<file path="src/rtl/if_id_stage_if.sv">
// Signal bundle between the IF stage and its neighbours: hazard unit, instruction memory and ID.
// Handshake: a fetch is accepted on a rising edge where imem_req_o && imem_ready_i.
// imem_ready_i may be high when imem_req_o is low; that word is then ignored.
interface if_id_stage_if #(
    parameter int CNT_W = 16
);
    logic             stall_i;
    logic             branch_i;
    logic [31:0]      branch_target_i;
    logic [31:0]      imem_addr_o;
    logic             imem_req_o;
    logic             imem_ready_i;
    logic [31:0]      imem_data_i;
    logic             if_id_valid_o;
    logic [31:0]      if_id_pc4_o;
    logic [31:0]      if_id_instr_o;
    logic [CNT_W-1:0] stall_cnt_o;
    logic [CNT_W-1:0] flush_cnt_o;

    // Environment side: hazard unit, instruction memory and ID consumer.
    modport master (
        output stall_i, branch_i, branch_target_i, imem_ready_i, imem_data_i,
        input  imem_addr_o, imem_req_o, if_id_valid_o, if_id_pc4_o, if_id_instr_o,
        input  stall_cnt_o, flush_cnt_o
    );

    // The fetch stage itself.
    modport slave (
        input  stall_i, branch_i, branch_target_i, imem_ready_i, imem_data_i,
        output imem_addr_o, imem_req_o, if_id_valid_o, if_id_pc4_o, if_id_instr_o,
        output stall_cnt_o, flush_cnt_o
    );
endinterface

</file>
<file path="src/rtl/if_id_stage.sv">
// Instruction-fetch stage: owns the PC, fetches from imem and fills the IF/ID register.
// Obeys hazard-unit stall/branch and keeps saturating stall/flush counters.
module if_id_stage #(
    parameter logic [31:0] PC_RESET = 32'h0000_0000,
    parameter int          CNT_W    = 16
) (
    input  logic          clk_i,
    input  logic          rst_n,
    if_id_stage_if.slave  bus
);
    localparam logic [31:0]      PC_INIT = {PC_RESET[31:2], 2'b00};
    localparam logic [CNT_W-1:0] CNT_MAX = {CNT_W{1'b1}};

    logic [31:0]      pc;
    logic [31:0]      pc_plus4;
    logic             ifid_valid;
    logic [31:0]      ifid_pc4;
    logic [31:0]      ifid_instr;
    logic [CNT_W-1:0] stall_cnt;
    logic [CNT_W-1:0] flush_cnt;

    // Wraps modulo 2^32 by construction.
    assign pc_plus4 = pc + 32'd4;

    // Priority: branch, then stall, then miss, then fetch.
    always_ff @(posedge clk_i or negedge rst_n) begin
        if (!rst_n) begin
            pc         <= PC_INIT;
            ifid_valid <= 1'b0;
            ifid_pc4   <= 32'h0;
            ifid_instr <= 32'h0;
            stall_cnt  <= '0;
            flush_cnt  <= '0;
        end else if (bus.branch_i) begin
            pc         <= {bus.branch_target_i[31:2], 2'b00};
            ifid_valid <= 1'b0;
            ifid_pc4   <= 32'h0;
            ifid_instr <= 32'h0;
            if (flush_cnt != CNT_MAX) flush_cnt <= flush_cnt + 1'b1;
        end else if (bus.stall_i) begin
            if (stall_cnt != CNT_MAX) stall_cnt <= stall_cnt + 1'b1;
        end else if (!bus.imem_ready_i) begin
            ifid_valid <= 1'b0;
            ifid_pc4   <= 32'h0;
            ifid_instr <= 32'h0;
        end else begin
            pc         <= pc_plus4;
            ifid_valid <= 1'b1;
            ifid_pc4   <= pc_plus4;
            ifid_instr <= bus.imem_data_i;
        end
    end

    // Redirects appear one cycle after branch_i since the address comes only from the PC register.
    assign bus.imem_addr_o   = pc;
    assign bus.imem_req_o    = rst_n & ~bus.stall_i & ~bus.branch_i;
    assign bus.if_id_valid_o = ifid_valid;
    assign bus.if_id_pc4_o   = ifid_pc4;
    assign bus.if_id_instr_o = ifid_instr;
    assign bus.stall_cnt_o   = stall_cnt;
    assign bus.flush_cnt_o   = flush_cnt;
endmodule

</file>
<file path="src/flat_wrapper.sv">
// flat-port wrapper written by rule: the top's interface ports become plain ports
module if_id_stage_flat 
#(
    parameter logic [31:0] PC_RESET = 32'h0000_0000,
    parameter int          CNT_W    = 16
)
  (clk_i, rst_n, bus_stall_i, bus_branch_i, bus_branch_target_i, bus_imem_ready_i, bus_imem_data_i, bus_imem_addr_o, bus_imem_req_o, bus_if_id_valid_o, bus_if_id_pc4_o, bus_if_id_instr_o, bus_stall_cnt_o, bus_flush_cnt_o);
  if_id_stage_if #(.CNT_W(CNT_W)) bus_i ();
  input  logic clk_i;
  input  logic rst_n;
  input wire logic [$bits(bus_i.stall_i)-1:0] bus_stall_i;
  input wire logic [$bits(bus_i.branch_i)-1:0] bus_branch_i;
  input wire logic [$bits(bus_i.branch_target_i)-1:0] bus_branch_target_i;
  input wire logic [$bits(bus_i.imem_ready_i)-1:0] bus_imem_ready_i;
  input wire logic [$bits(bus_i.imem_data_i)-1:0] bus_imem_data_i;
  output wire logic [$bits(bus_i.imem_addr_o)-1:0] bus_imem_addr_o;
  output wire logic [$bits(bus_i.imem_req_o)-1:0] bus_imem_req_o;
  output wire logic [$bits(bus_i.if_id_valid_o)-1:0] bus_if_id_valid_o;
  output wire logic [$bits(bus_i.if_id_pc4_o)-1:0] bus_if_id_pc4_o;
  output wire logic [$bits(bus_i.if_id_instr_o)-1:0] bus_if_id_instr_o;
  output wire logic [$bits(bus_i.stall_cnt_o)-1:0] bus_stall_cnt_o;
  output wire logic [$bits(bus_i.flush_cnt_o)-1:0] bus_flush_cnt_o;
  assign bus_i.stall_i = bus_stall_i;
  assign bus_i.branch_i = bus_branch_i;
  assign bus_i.branch_target_i = bus_branch_target_i;
  assign bus_i.imem_ready_i = bus_imem_ready_i;
  assign bus_i.imem_data_i = bus_imem_data_i;
  assign bus_imem_addr_o = bus_i.imem_addr_o;
  assign bus_imem_req_o = bus_i.imem_req_o;
  assign bus_if_id_valid_o = bus_i.if_id_valid_o;
  assign bus_if_id_pc4_o = bus_i.if_id_pc4_o;
  assign bus_if_id_instr_o = bus_i.if_id_instr_o;
  assign bus_stall_cnt_o = bus_i.stall_cnt_o;
  assign bus_flush_cnt_o = bus_i.flush_cnt_o;
  if_id_stage #(.PC_RESET(PC_RESET), .CNT_W(CNT_W)) u_core (.clk_i(clk_i), .rst_n(rst_n), .bus(bus_i));
endmodule
</file>
<file path="config.mk">
export PLATFORM = sky130hd
export DESIGN_NAME = if_id_stage_flat
export DESIGN_NICKNAME = d
export VERILOG_FILES = /design/src/rtl/if_id_stage_if.sv /design/src/rtl/if_id_stage.sv /design/src/flat_wrapper.sv
export SDC_FILE = /design/constraint.sdc
export NUM_CORES = 1
export LEC_CHECK = 0
export CAP_MARGIN = 10
export CORE_ASPECT_RATIO = 1.2
export CORE_UTILIZATION = 55
export CTS_BUF_LIST = sky130_fd_sc_hd__clkbuf_4
export CTS_CLUSTER_DIAMETER = 80
export DETAILED_ROUTE_END_ITERATION = 6
export DONT_BUFFER_PORTS = 1
export PLACE_DENSITY = 0.7
export SLEW_MARGIN = 15
export SYNTH_ARGS = -nofsm -noshare
export SYNTH_HDL_FRONTEND = slang
export SYNTH_SLANG_ARGS = --single-unit
</file>
<file path="constraint.sdc">
create_clock -name clk_i -period 4.8 [get_ports clk_i]
set_input_delay 0.48 -clock clk_i [delete_from_list [all_inputs] [get_ports clk_i]]
set_output_delay 0.48 -clock clk_i [all_outputs]
set_load 0.05 [all_outputs]
</file>
==> flow_summary.yaml, run 1 <==
critical_path:
  crit_required_ps: 5220
  cp_max_fo: 9
  endpoint_kind: "register"
  r2r-start: "u_core.bus.flush_cnt_o[0]$_DFFE_PN0P_"
  start_kind: "register"
  crit_path_end: "u_core.bus.flush_cnt_o[1]$_DFFE_PN0P_"
  rrSetupSlack_ps: 2230
  setup.worst_path.start: "u_core.bus.flush_cnt_o[0]$_DFFE_PN0P_"
  critPathArrivalTime_ps: 2990
  r2r_cells: 5
  timing.rr.end: "u_core.bus.flush_cnt_o[1]$_DFFE_PN0P_"
  worstSetupPathType: "register to register"
power_and_ir_drop:
  seqPwrFrac_pct: 62.8
  power_density_mw_per_mm2: 416
  comb_power_share_pct: 9.3
  power_leakage_nw: 2.63
  peakVddDrop_mv: 0.368
  p_clk_share_pct: 27.9
  p_sw_w: 0.00102
  switching_share_pct: 38.7
  p_int_w: 0.00161
  totalPowerFinal_w: 0.00263
logic_synthesis:
  synth_largest_area_cell: "dfrtp_1"
  synth_top_cell_area_share_pct: 52.4
  synthSimpleGateAreaFrac_pct: 19.1
  synthCells: 578
  syn_area_mm2: 0.00601
  synth_area_leaders: "dfrtp_1 52%, xnor2_1 8.2%, nand2_1 5.1%"
  ys.flop_type: "dfrtp_1"
  synth-xor-area-share_pct: 11.8
  syn_avg_cell_area_um2: 10.4
  synth-edff-count: 0
  yosysWarnings: 0
  synthArstFlopShare_pct: 100
  synth_cell_types: 49
  synthMuxAreaShare_pct: 1.08
  synth-seq-area-share_pct: 52.4
  yosys.area_share.adder_pct: 0.624
  ys_ff_latch: 126
  synth_compound_area_share_pct: 11.0
  synth_top_family_by_area: "simple AND/OR/NAND/NOR gates"
timing:
  fmax_mhz: 389
  rsz0062_at_grt: "no"
  fin_crit_sh_pct: 53.6
  skew_ps: 18.1
  drv_slew: 0
  finalCriticalPeriod_ps: 2570
  finalSetupViolations: 0
  hold_viol: 0
  slew_headroom_pct: 27.7
  tns_ps: 0
  worstMarginPinSlew_ps: 1080
grt:
  grt_max_degree: 127
  overflow: 0
  grt_pass1_wl_mm: 21.6
  grt_pass1_vias: 4169
  grtUsageTotal_pct: 24.5
  grt_antenna_before_repair: 1
clock_network:
  clock_latency_ps: 530
  cts_max_level: 4
  cts_tree: "yes"
  cts_max_path_buffers: 2
  clkTransAtPathRegs_ps: 120
  cts_buffers: 17
  cts_root_buffer: "clkbuf_4"
  clock_sinks: 126
cells_and_area:
  num-nets-final: 637
  syn2layout_area_growth_pct: 5.08
  diodes: 0
  drive_gt1_share_pct: 9.17
placed_design:
  place_congestion: 0.764
  io_buffer_count: 0
  dpl.hpwl_mm: 9.30
routing:
  firstDrtPassIters: 4
  wl_mm: 13.8
  wl_per_cell_um: 19.6
  antenna_left: 0
  drt_iter0_drc: 189
  drc: 0
  vias_per_cell: 5.99
  vias: 4234
die:
  coreArea_mm2: 0.0106
  start_util_pct: 56.9
  io_pins: 199
  fp-row-count: 41
  die_w_um: 97.5
  dieArea_mm2: 0.0114
  die_h_um: 117
job:
  drv_cap: 0
outcome:
  status: "finished, final reports clean"
hold_path:
  min_path_type: "input port to register"
## state kept, by name, summed over array words and instances (netlist names)
register / count
u_core.bus.if_id_valid_o: 1
u_core.bus.stall_cnt_o: 16
u_core.bus.flush_cnt_o: 16
u_core.bus.imem_addr_o: 30
u_core.bus.if_id_instr_o: 32
u_core.bus.if_id_pc4_o: 31
## cell families (layout without fill, tap and decap cells)
group                    after synthesis  in the layout
AND/OR/NAND/NOR                      218            218
flip-flops                           126            126
AO/OA/AOI/OAI                        101            101
XOR/XNOR                              81             81
buffers and inverters                 42             41
multiplexers                           6              6
adder cells (fa/ha/maj)                3              3
other                                  1              2
## metrics by stage
step / cell area [µm²] / instances / util (%) / setup slack (ps) / hold slack (ps)
2_1_floorplan: 6020 / 579 / - / 2270 / 184
3_3_place_gp: 5990 / 672 / 56.6 / 2220 / 187
3_5_place_dp: 5990 / 672 / 56.6 / 2220 / 187
4_1_cts: 6300 / 706 / 59.6 / 2210 / 4.54
5_1_grt: 6320 / 707 / 59.8 / 1990 / 12.8
6_report: 6320 / 707 / 59.8 / 2230 / 51.6
## synthesized netlist by cell type, drive strengths merged, types with 4 or more instances
cell type and count:
dfrtp 126, nand2 82, o21ai 58, xnor2 56, nand3 35, a22o 33, xor2 25, clkbuf 22
nor2 21, nand4 19, nor3 16, buf 15, and3 14, nor4 7, and2 5, and4 5
inv 5, mux2 4
## power groups by stage
stage	logic, W	registers [W]	clock network (W)
6_report	0.000245	0.00165	0.000734
5_1_grt	0.000281	0.00167	0.000795
4_1_cts	0.000248	0.00165	0.000756
3_5_place_dp	0.000223	0.00167	0
3_3_place_gp	0.000210	0.00167	0
2_1_floorplan	0.000212	0.00162	0
## how the worst min path moves through the flow
stage | slack (ps) | cells past startpoint | from | to
after global placement | 190 | 0 | rst_n | u_core.bus.if_id_pc4_o[15]$_DFFE_PN0N_
after floorplan | 180 | 0 | rst_n | u_core.bus.flush_cnt_o[0]$_DFFE_PN0P_
after global routing | 10 | 1 | bus_branch_i | u_core.bus.imem_addr_o[15]$_DFFE_PN0P_
final | 50 | 1 | bus_branch_i | u_core.bus.imem_addr_o[17]$_DFFE_PN0P_
after detailed placement | 190 | 0 | rst_n | u_core.bus.if_id_pc4_o[16]$_DFFE_PN0N_
after CTS | 5 | 1 | bus_branch_i | u_core.bus.imem_addr_o[29]$_DFFE_PN0P_
## worst max-delay path, stage by stage (launching register included)
cell and delay [ps]:
dfrtp_1 730, ha_1 340, and3_1 240, nand4_1 330, o21ai_0 440, mux2_2 380
## repair_timing
action / 4_1_cts / 5_1_grt
endpoints found under the setup margin: 0 / 0
endpoints found under the hold margin: 126 / 1
resized for setup: 0 / 0
hold buffers: 2 / 1
setup buffers: 0 / 0
## cell type report
| class | instances | area, µm² |
|---|---|---|
| clock buffers | 17 | 128 |
| well taps | 129 | 161 |
| inverters | 5 | 18.8 |
| repair buffers | 4 | 55.1 |
| flip-flops and latches | 126 | 3150 |
| multi-input cells | 411 | 2650 |
| fillers | 923 | 4250 |
| clock inverters | 15 | 153 |
## layer usage
| layer | vias to the layer above | track usage (%) | part of all wire, % |
|---|---|---|---|
| li1 | 1988 | - | - |
| met1 | 2069 | 29.4 | 41 |
| met2 | 159 | 40.5 | 50 |
| met3 | 18 | 9.52 | 7.8 |
| met4 | 0 | 9.02 | 1.7 |
| met5 | - | 0 | 0 |
## placed cells by master, fill, tap and decap left out, types with 2 or more instances in the layout
cell	instances
clkinv_2	2
clkinvlp_4	4
nand3_1	34
nor4_1	3
and4_1	4
nand2_1	82
mux2i_1	2
nor2_1	20
dfrtp_1	126
o21ai_1	14
nor3_2	7
xnor2_1	56
conb_1	2
clkbuf_4	17
a22o_1	33
nor3b_1	2
or4_4	2
and2_1	4
nand4_1	19
nor4_2	3
dlygate4sd3_1	2
clkinv_1	6
xor2_1	25
ha_1	3
a21oi_1	2
o21a_1	3
inv_1	5
and3_1	13
bufinv_16	3
nor3_1	9
o21ai_0	44
nand2b_1	3
mux2_2	4
Note: power is estimated with default switching activity, not from simulation.
==> inputs of run 2 (changes only) <==
Clock period 4.8 ns to 2.6 ns, I/O delays scaled along.
==> run 2 against run 1 <==
Largest cell class unchanged. Worst setup slack lost 2100 ps. Largest power group unchanged. Highest routed layer unchanged. Critical endpoint is now u_core.bus.imem_addr_o[30]$_DFFE_PN0P_. Critical path depth grew 2. Routed wire length grew 9.7%. Die area is the same. The flow now finishes with violations (hold timing).
==> flow_summary.yaml, run 2 (same netlist as run 1, synthesis figures left out) <==
outcome:
  status: "finished, violations left"
  violations: "hold timing"
timing:
  fmax_mhz: 407
  hold_viol: 126
  slew_headroom_pct: 39.5
  tns_ps: 0
  holdWs_ps: -579
  rsz0062_at_grt: "no"
  finalCriticalPeriod_ps: 2460
  drv_slew: 0
  fin_crit_sh_pct: 94.5
  skew_ps: 14.7
  finalSetupViolations: 0
  worstMarginPinSlew_ps: 908
job:
  drv_cap: 0
critical_path:
  critPathArrivalTime_ps: 2870
  cp_max_fo: 6
  cp_slowest_cell: "or4_4"
  start_kind: "register"
  endpoint_kind: "register"
  crit_chain: "ha_1 -> nand3_4 -> or4_4 -> nor4_2 -> xnor2_1 -> o21ai_1 -> dlygate4sd3_1"
  max_stage_delay_ps: 550
  crit_buf_inv: 1
  crit_required_ps: 3010
  cp_top_family: "simple AND/OR/NAND/NOR gates"
  worstSetupPathType: "register to register"
  rrSetupSlack_ps: 140
clock_network:
  cts_root_buffer: "clkbuf_4"
  cts_tree: "yes"
  clock_latency_ps: 520
  cts_max_path_buffers: 2
  clkTransAtPathRegs_ps: 110
  cts_max_level: 4
  cts_buffers: 17
  clock_sinks: 126
  cts.hold.buffers_added: 63
routing:
  drt_iter0_drc: 375
  drc: 0
  antenna_left: 0
  vias_per_cell: 5.76
  wl_per_cell_um: 18.4
  wl_mm: 15.2
  firstDrtPassIters: 5
  vias: 4764
die:
  die_h_um: 117
  start_util_pct: 56.9
  fp-row-count: 41
  dieArea_mm2: 0.0114
  io_pins: 199
  coreArea_mm2: 0.0106
  die_w_um: 97.5
power_and_ir_drop:
  comb_power_share_pct: 24.3
  power_density_mw_per_mm2: 696
  p_clk_share_pct: 27.2
  seqPwrFrac_pct: 48.6
  power_leakage_nw: 3.19
  p_sw_w: 0.00192
  switching_share_pct: 37.2
  peakVddDrop_mv: 0.641
  p_int_w: 0.00323
grt:
  grt_max_degree: 128
  grt_pass1_vias: 4746
  overflow: 0
  grtUsageTotal_pct: 27.1
  grt_pass1_wl_mm: 24.1
  grt_antenna_before_repair: 0
cells_and_area:
  final_util_pct: 69.9
  final_common_cell: "dfrtp_1"
  final_cell_mix: "126 x dfrtp_1, 82 x nand2_1, 62 x dlygate4sd3_1, 62 x buf_4, 56 x xnor2_1"
  diodes: 0
  drive_gt1_share_pct: 17.0
  num-nets-final: 758
  largest_register_ff_count: 32
  syn2layout_area_growth_pct: 22.8
placed_design:
  io_buffer_count: 0
  dpl.hpwl_mm: 9.66
  place_congestion: 0.803
hold_path:
  min_path_type: "input port to async pin"
-- run 2: cell type report --
class	instances	area, µm²
sequential	126	3150
clock buffer	19	143
inverter	5	18.8
timing repair buffer	125	1110
fill	821	3180
tap	129	161
clock inverter	12	146
multi-input combinational	411	2660
-- run 2: worst register-to-register path: cells and delay by family, from the launching register on --
| family | cells | cell delay [ps] |
|---|---|---|
| xor gates and xnor gates | 1 | 160 |
| and+or+nand+nor | 3 | 950 |
| DFF | 1 | 370 |
| adders and majority gates | 1 | 270 |
| buffers and inverters | 1 | 550 |
| AOI/OAI and AO/OA | 1 | 60 |
-- run 2: final timing paths --
check | startpoint | to | depth (start not counted)
setup / recovery | u_core.bus.imem_addr_o[2]$_DFFE_PN0P_ | u_core.bus.imem_addr_o[30]$_DFFE_PN0P_ | 7
hold / removal | rst_n | u_core.bus.if_id_pc4_o[15]$_DFFE_PN0N_ | 0
setup reg to reg | u_core.bus.imem_addr_o[2]$_DFFE_PN0P_ | u_core.bus.imem_addr_o[30]$_DFFE_PN0P_ | 7
hold reg to reg | u_core.bus.flush_cnt_o[1]$_DFFE_PN0P_ | u_core.bus.flush_cnt_o[1]$_DFFE_PN0P_ | 2
max in group asynchronous | rst_n | u_core.bus.flush_cnt_o[3]$_DFFE_PN0P_ | 0
min in group clk_i | bus_branch_i | u_core.bus.flush_cnt_o[3]$_DFFE_PN0P_ | 2
-- run 2: metrics by stage --
stage | instance area [µm²] | setup slack (ps) | instances | hold WS [ps] | total power, W
2_1_floorplan | 6020 | 307 | 579 | -35.6 | 0.00338
3_3_place_gp | 6440 | 570 | 733 | -32.8 | 0.00365
3_5_place_dp | 6440 | 568 | 733 | -33.1 | 0.00368
4_1_cts | 7370 | 30.3 | 827 | -616 | 0.00517
5_1_grt | 7390 | 4.26 | 827 | -636 | 0.00537
6_report | 7390 | 144 | 827 | -579 | 0.00514
-- run 2: metal layers --
metal | vias up | track usage (%) | routed length (µm)
li1 | 2226 | - | -
met1 | 2345 | 33.4 | 6000
met2 | 170 | 44.9 | 7820
met3 | 23 | 8.14 | 1030
met4 | 0 | 11.6 | 327
met5 | - | 0 | 0
-- run 2: power by group through the flow --
| stage | Sequential [W] | Clock (W) | Combinational (W) |
|---|---|---|---|
| 2_1_floorplan | 0.00299 | 0 | 0.000391 |
| 3_3_place_gp | 0.00252 | 0 | 0.00112 |
| 3_5_place_dp | 0.00253 | 0 | 0.00115 |
| 4_1_cts | 0.00250 | 0.00143 | 0.00125 |
| 5_1_grt | 0.00252 | 0.00151 | 0.00134 |
| 6_report | 0.00250 | 0.00140 | 0.00125 |
-- run 2: repair_timing --
item                       CTS  global route
hold endpoints to repair   190           126
buffers inserted             0             0
gates resized for setup      0             2
setup endpoints to repair    0             1
